`src/rtl/cpu_step_monitor.sv`:
```
// cpu_step_monitor
//
// Clock-enable generator and trace snapshot for the single-cycle DE2 CPU.
// A debounced push-button yields exactly one cpu_en pulse per press; the
// run switch instead yields a pulse every RUN_DIV cycles. On every cycle in
// which cpu_en is high, the CPU trace (pc, instruction, register write-back,
// Z flag) is latched into twelve stable display bytes for the LCD.
//
// Ports
//   clk         system clock, all state on the rising edge
//   iRST_N      asynchronous active-low reset
//   step_key    raw push-button, active-low, asynchronous to clk
//   run_sw      raw run switch, high = free run, asynchronous to clk
//   pc          CPU program counter
//   instr       instruction at pc
//   we3/wa3/wd3 CPU register-file write port
//   zero        ALU Z flag
//   cpu_en      CPU clock enable, single-cycle pulses
//   run_active  synchronized run mode
//   d0x0..d0x5  display line 0: pc, instr bytes MSB first, step count low
//   d1x0..d1x5  display line 1: wd3, wa3, we3, zero, write count, step count high

module cpu_step_monitor #(
   parameter int unsigned DEB_CYCLES = 1_000_000,
   parameter int unsigned RUN_DIV    = 25_000_000
) (
   input  logic        clk,
   input  logic        iRST_N,
   input  logic        step_key,
   input  logic        run_sw,
   input  logic [7:0]  pc,
   input  logic [31:0] instr,
   input  logic        we3,
   input  logic [2:0]  wa3,
   input  logic [7:0]  wd3,
   input  logic        zero,
   output logic        cpu_en,
   output logic        run_active,
   output logic [7:0]  d0x0,
   output logic [7:0]  d0x1,
   output logic [7:0]  d0x2,
   output logic [7:0]  d0x3,
   output logic [7:0]  d0x4,
   output logic [7:0]  d0x5,
   output logic [7:0]  d1x0,
   output logic [7:0]  d1x1,
   output logic [7:0]  d1x2,
   output logic [7:0]  d1x3,
   output logic [7:0]  d1x4,
   output logic [7:0]  d1x5
);

   localparam int unsigned DEB_W = (DEB_CYCLES > 2) ? $clog2(DEB_CYCLES) : 1;
   localparam int unsigned DIV_W = (RUN_DIV > 2) ? $clog2(RUN_DIV) : 1;

   localparam logic [DEB_W-1:0] DEB_LAST = DEB_W'(DEB_CYCLES - 1);
   localparam logic [DEB_W-1:0] DEB_ONE  = DEB_W'(1);
   localparam logic [DIV_W-1:0] DIV_LAST = DIV_W'(RUN_DIV - 1);
   localparam logic [DIV_W-1:0] DIV_ONE  = DIV_W'(1);

   // input synchronizers
   logic             k_s1_q, k_s1_d;
   logic             k_s2_q, k_s2_d;
   logic             run_s1_q, run_s1_d;
   logic             run_s2_q, run_s2_d;

   // debouncer
   logic             deb_q, deb_d;
   logic [DEB_W-1:0] cnt_q, cnt_d;

   // run-mode divider and enable
   logic [DIV_W-1:0] div_q, div_d;
   logic             cpu_en_q, cpu_en_d;

   // trace snapshot
   logic [7:0]       snap_pc_q, snap_pc_d;
   logic [31:0]      snap_instr_q, snap_instr_d;
   logic [7:0]       snap_wd_q, snap_wd_d;
   logic [2:0]       snap_wa_q, snap_wa_d;
   logic             snap_we_q, snap_we_d;
   logic             snap_z_q, snap_z_d;
   logic [15:0]      step_cnt_q, step_cnt_d;
   logic [7:0]       wr_cnt_q, wr_cnt_d;

   logic             step_pulse;
   logic             run_pulse;

   always_comb begin
      k_s1_d   = step_key;
      k_s2_d   = k_s1_q;
      run_s1_d = run_sw;
      run_s2_d = run_s1_q;
   end

   // Any cycle where the synchronized key agrees with the accepted level
   // clears the count, so a single bounce restarts the whole interval.
   always_comb begin
      deb_d = deb_q;
      cnt_d = '0;
      if (k_s2_q != deb_q) begin
         if (cnt_q == DEB_LAST) begin
            deb_d = k_s2_q;
         end else begin
            cnt_d = cnt_q + DEB_ONE;
         end
      end
   end

   always_comb begin
      div_d = '0;
      if (run_s2_q) begin
         if (div_q != DIV_LAST) begin
            div_d = div_q + DIV_ONE;
         end
      end
   end

   // The press is recognised on the same edge that the debounced level
   // falls, so the pulse lands DEB_CYCLES+2 edges after the key is first
   // sampled low. run_s2 as sampled on that edge selects the pulse source.
   // The cpu_en_q term only matters on a run-to-step switch, where a divider
   // pulse and a press could otherwise land on adjacent cycles.
   always_comb begin
      step_pulse = deb_q && !deb_d && !run_s2_q;
      run_pulse  = run_s2_q && (div_q == DIV_LAST);
      cpu_en_d   = (step_pulse || run_pulse) && !cpu_en_q;
   end

   // Capture on the edge that samples cpu_en high: the CPU executes that
   // step on the same edge, so the bytes show the step just taken.
   always_comb begin
      snap_pc_d    = snap_pc_q;
      snap_instr_d = snap_instr_q;
      snap_wd_d    = snap_wd_q;
      snap_wa_d    = snap_wa_q;
      snap_we_d    = snap_we_q;
      snap_z_d     = snap_z_q;
      step_cnt_d   = step_cnt_q;
      wr_cnt_d     = wr_cnt_q;
      if (cpu_en_q) begin
         snap_pc_d    = pc;
         snap_instr_d = instr;
         snap_wd_d    = wd3;
         snap_wa_d    = wa3;
         snap_we_d    = we3;
         snap_z_d     = zero;
         if (step_cnt_q != 16'hFFFF) begin
            step_cnt_d = step_cnt_q + 16'd1;
         end
         if (we3) begin
            wr_cnt_d = wr_cnt_q + 8'd1;
         end
      end
   end

   always_ff @(posedge clk or negedge iRST_N) begin
      if (!iRST_N) begin
         k_s1_q       <= 1'b1;
         k_s2_q       <= 1'b1;
         run_s1_q     <= 1'b0;
         run_s2_q     <= 1'b0;
         deb_q        <= 1'b1;
         cnt_q        <= '0;
         div_q        <= '0;
         cpu_en_q     <= 1'b0;
         snap_pc_q    <= '0;
         snap_instr_q <= '0;
         snap_wd_q    <= '0;
         snap_wa_q    <= '0;
         snap_we_q    <= 1'b0;
         snap_z_q     <= 1'b0;
         step_cnt_q   <= '0;
         wr_cnt_q     <= '0;
      end else begin
         k_s1_q       <= k_s1_d;
         k_s2_q       <= k_s2_d;
         run_s1_q     <= run_s1_d;
         run_s2_q     <= run_s2_d;
         deb_q        <= deb_d;
         cnt_q        <= cnt_d;
         div_q        <= div_d;
         cpu_en_q     <= cpu_en_d;
         snap_pc_q    <= snap_pc_d;
         snap_instr_q <= snap_instr_d;
         snap_wd_q    <= snap_wd_d;
         snap_wa_q    <= snap_wa_d;
         snap_we_q    <= snap_we_d;
         snap_z_q     <= snap_z_d;
         step_cnt_q   <= step_cnt_d;
         wr_cnt_q     <= wr_cnt_d;
      end
   end

   assign cpu_en     = cpu_en_q;
   assign run_active = run_s2_q;

   assign d0x0 = snap_pc_q;
   assign d0x1 = snap_instr_q[31:24];
   assign d0x2 = snap_instr_q[23:16];
   assign d0x3 = snap_instr_q[15:8];
   assign d0x4 = snap_instr_q[7:0];
   assign d0x5 = step_cnt_q[7:0];
   assign d1x0 = snap_wd_q;
   assign d1x1 = {5'b0, snap_wa_q};
   assign d1x2 = {7'b0, snap_we_q};
   assign d1x3 = {7'b0, snap_z_q};
   assign d1x4 = wr_cnt_q;
   assign d1x5 = step_cnt_q[15:8];

endmodule

```
`config.mk`:
```
export PLATFORM = sky130hd
export DESIGN_NAME = cpu_step_monitor
export DESIGN_NICKNAME = d
export VERILOG_FILES = /design/src/rtl/cpu_step_monitor.sv
export SDC_FILE = /design/constraint.sdc
export NUM_CORES = 1
export LEC_CHECK = 0
export ABC_CLOCK_PERIOD_IN_PS = 2000
export BUFFER_PORTS_ARGS = -buffer_cell sky130_fd_sc_hd__buf_4
export CAP_MARGIN = 20
export CORE_MARGIN = 2
export CORE_UTILIZATION = 47
export DETAILED_ROUTE_END_ITERATION = 16
export GPL_ROUTABILITY_DRIVEN = 0
export PLACE_DENSITY = 0.85
export SYNTH_ARGS = -nofsm -noshare
export SYNTH_HDL_FRONTEND = slang
export SYNTH_SLANG_ARGS = --single-unit
```
`constraint.sdc`:
```
create_clock -name clk -period 2 [get_ports clk]
set_input_delay 0.3 -clock clk [delete_from_list [all_inputs] [get_ports clk]]
set_output_delay 0.3 -clock clk [all_outputs]
set_load 0.005 [all_outputs]
```
==> run metrics <==
drt via density=5.25; Clock Tree Buf Depth=2; row count=40; reg2reg end=cnt_q[18]; Pwr per Cell Area=916 nW/µm²; Buffers on Ports=135; maxcap violations=0; Post-Synthesis Cells=480; Area growth, synth to finish=32.3%; FF+latch count, synth=128; area share of and/or/nand/nor cells after synthesis=15.2%; Antenna Diode Count=0; Post-synth EDFFs=0; die area=13000 µm²; Syn Area/Cell=11.9 µm²; Hold WS=0.120 ns; fillers=904; Slew HR=65.6%; crit start category=flip-flop; Starting Density=47.8%; Synth cell types=45; class of the most critical setup path=reg2reg; Primary FF master, synth=dfrtp_1; starting DRC count in detailed routing=305; peak fanout along the critical path=19; R2R depth=5; clock slew at reported path FFs=0.05 ns; largest net degree at the start of global routing=49; skew final=0.00726 ns; Synth Area in Compound Gates=4.81%; Root Buffer=clkbuf_16; H-tree levels=4; Register Area=3210 µm²; area leader, netlist=dfrtp_1; Nets=708; final hold vios=0; worst-case register-to-register setup slack=0.01 ns; Pleak=0.00342 µW; vias in the first global route=4166; TritonCTS clock tree=yes; RSZ-0062 raised after global routing=true; CP required=2.28 ns; TritonCTS Buffers=17; share of cells above drive strength 1=40.2%; first-pass GRT wire length=19900 µm; commonest non-fill, non-tap cell in the layout=buf_4; Hold EP=snap_instr_q[27]; Overflow after GRT=0; worst slew pin tran=0.516 ns; status=finished, final reports clean; worst hold path class=in2reg; GRT Total Usage=19.5%; largest family of logic cells by synthesized area=simple AND/OR/NAND/NOR gates; Max Transition Viols Final=0; CTS Sinks=128; core area=11900 µm²; fmax=503 MHz; asr flop ratio synth=100%; hold_sp=instr[27]; Final ANT Viol Nets=0; Adder-Cell Fraction of Synth Area=0.878%; via count=4234; Multi-input gate area=2310 µm²; minimum clock period=1.99 ns; Die Height=114 µm; CP Capture Type=flip-flop; utilization after layout=63.3%; I/O pin count=155; Setup-failing EPs final=0; clk_lat worst skew=0.41 ns; peak supply drop=0.524 mV; post-synthesis xor/xnor area fraction=7.07%; WL/cell=15.6 µm; reg2reg start=cnt_q[15]; Hold Path Depth=2; Syn. warnings=0; Synth area leaders=dfrtp_1 (55%), mux2_2 (11%), xnor2_1 (3.5%); post-synth top area share=54.9%; initial antenna violation count=0; post-synthesis mux area share=11.0%; Die W=114 µm; DR pass1 iterations=4; post-DP HPWL=8900 µm; drt total wl=12600 µm; period utilisation layout=99.4%; commonest non-fill, non-tap cells in the layout=buf_4 (159), dfrtp_1 (123), mux2_2 (54); cell area after synthesis=5700 µm²; crit path DAT=2.27 ns; DRC viols=0; Seq/Total Area, Yosys=56.3%
## cell families (layout without fill, tap and decap cells)
logic type / after synthesis / count (layout)
DFF: 128 / 128
buffers and inverters: 47 / 208
other: 1 / 19
and+or+nand+nor: 158 / 158
muxes: 56 / 56
adders and majority gates: 4 / 4
AOI/OAI and AO/OA: 40 / 40
xor gates and xnor gates: 46 / 46
## power by group
group	switching (µW)	internal [µW]	leakage [µW]	total, µW
Sequential	268	2890	0.00163	3160
Combinational	400	679	0.00154	1080
Clock	1040	1620	0.000253	2670
Total	1710	5200	0.00342	6910
## per-layer routing
layer  wire (µm)  vias to the layer above  GRT usage [%]
li1            -                     1996              -
met1        5090                     2086           22.9
met2        6600                      125           33.4
met3         597                       27           5.08
met4         291                        0           9.51
met5           0                        -              0
## flip-flops by register name, indices dropped and copies added (netlist names)
| signal | count |
|---|---|
| snap_instr_q | 32 |
| div_q | 25 |
| cnt_q | 20 |
| step_cnt_q | 16 |
| d0x0 | 8 |
| d1x0 | 8 |
| d1x4 | 8 |
| snap_wa_q | 3 |
| cpu_en | 1 |
| deb_q | 1 |
| k_s1_q | 1 |
| k_s2_q | 1 |
| run_active | 1 |
| run_s1_q | 1 |
| snap_we_q | 1 |
| snap_z_q | 1 |
## metrics by stage
step / worst slack (ns) / TNS (ns) / cell area (µm²) / total power [µW] / std cells
finish: 0.0118 / 0 / 7540 / 6910 / 806
global route: -0.00736 / -0.0267 / 7540 / 7230 / 806
CTS: 0.0384 / 0 / 7490 / 6990 / 802
detailed placement: 0.00284 / 0 / 6950 / 4290 / 767
global placement: 0.0539 / 0 / 6950 / 4230 / 767
floorplan: 0.00302 / 0 / 5770 / 3590 / 498
## cells in the mapped netlist, types with 2 or more instances
library cell and n:
dfstp_2 3, nand2_1 21, a21oi_1 16, nor4b_1 4
buf_1 3, ha_1 4, nor2_1 43, nand3_1 21
xnor2_1 23, nor3_1 7, mux2_2 55, nand3b_1 3
o21ai_0 7, dfrtp_1 125, nor4_1 7, or2_2 2
or4b_1 2, o31ai_1 8, or4_1 11, nand4_1 14
and4_1 4, xor2_1 23, clkbuf_1 9, buf_4 22
and3_1 4, inv_1 12, or3_1 7, or4_4 3
## worst max-delay path by stage
stage | from | endpoint | slack (ns) | depth (start not counted)
2_1_floorplan | cnt_q[13] | cnt_q[10] | 0.003 | 5
3_3_place_gp | cnt_q[12] | deb_q | 0.05 | 4
3_5_place_dp | div_q[0] | div_q[24] | 0.003 | 5
4_1_cts | cnt_q[12] | deb_q | 0.04 | 4
5_1_grt | cnt_q[15] | cnt_q[18] | -0.007 | 5
6_report | cnt_q[15] | cnt_q[18] | 0.01 | 5
## area by class of cell
| cell class | instances | area share [%] |
|---|---|---|
| flip-flops and latches | 128 | 42.6 |
| clock buffers | 24 | 6.26 |
| repair buffers | 165 | 17.0 |
| clock inverters | 7 | 0.498 |
| inverters | 12 | 0.597 |
| multi-input cells | 323 | 30.6 |
| well taps | 147 | 2.44 |
## worst max-delay path: stages, from the launching register on
cell     delay, ns
dfrtp_1       0.40
or4b_1        0.53
or4_4         0.54
o21ai_4       0.17
buf_12        0.17
a21oi_1       0.06
## timing repair
action,4_1_cts,5_1_grt
endpoints found under the hold margin,32,0
hold buffers,3,0
pin swaps,1,2
endpoints found under the setup margin,1,5
resized for setup,0,6
buffers inserted,1,4
cloned,0,0
Power figures use the tool's default switching activity.
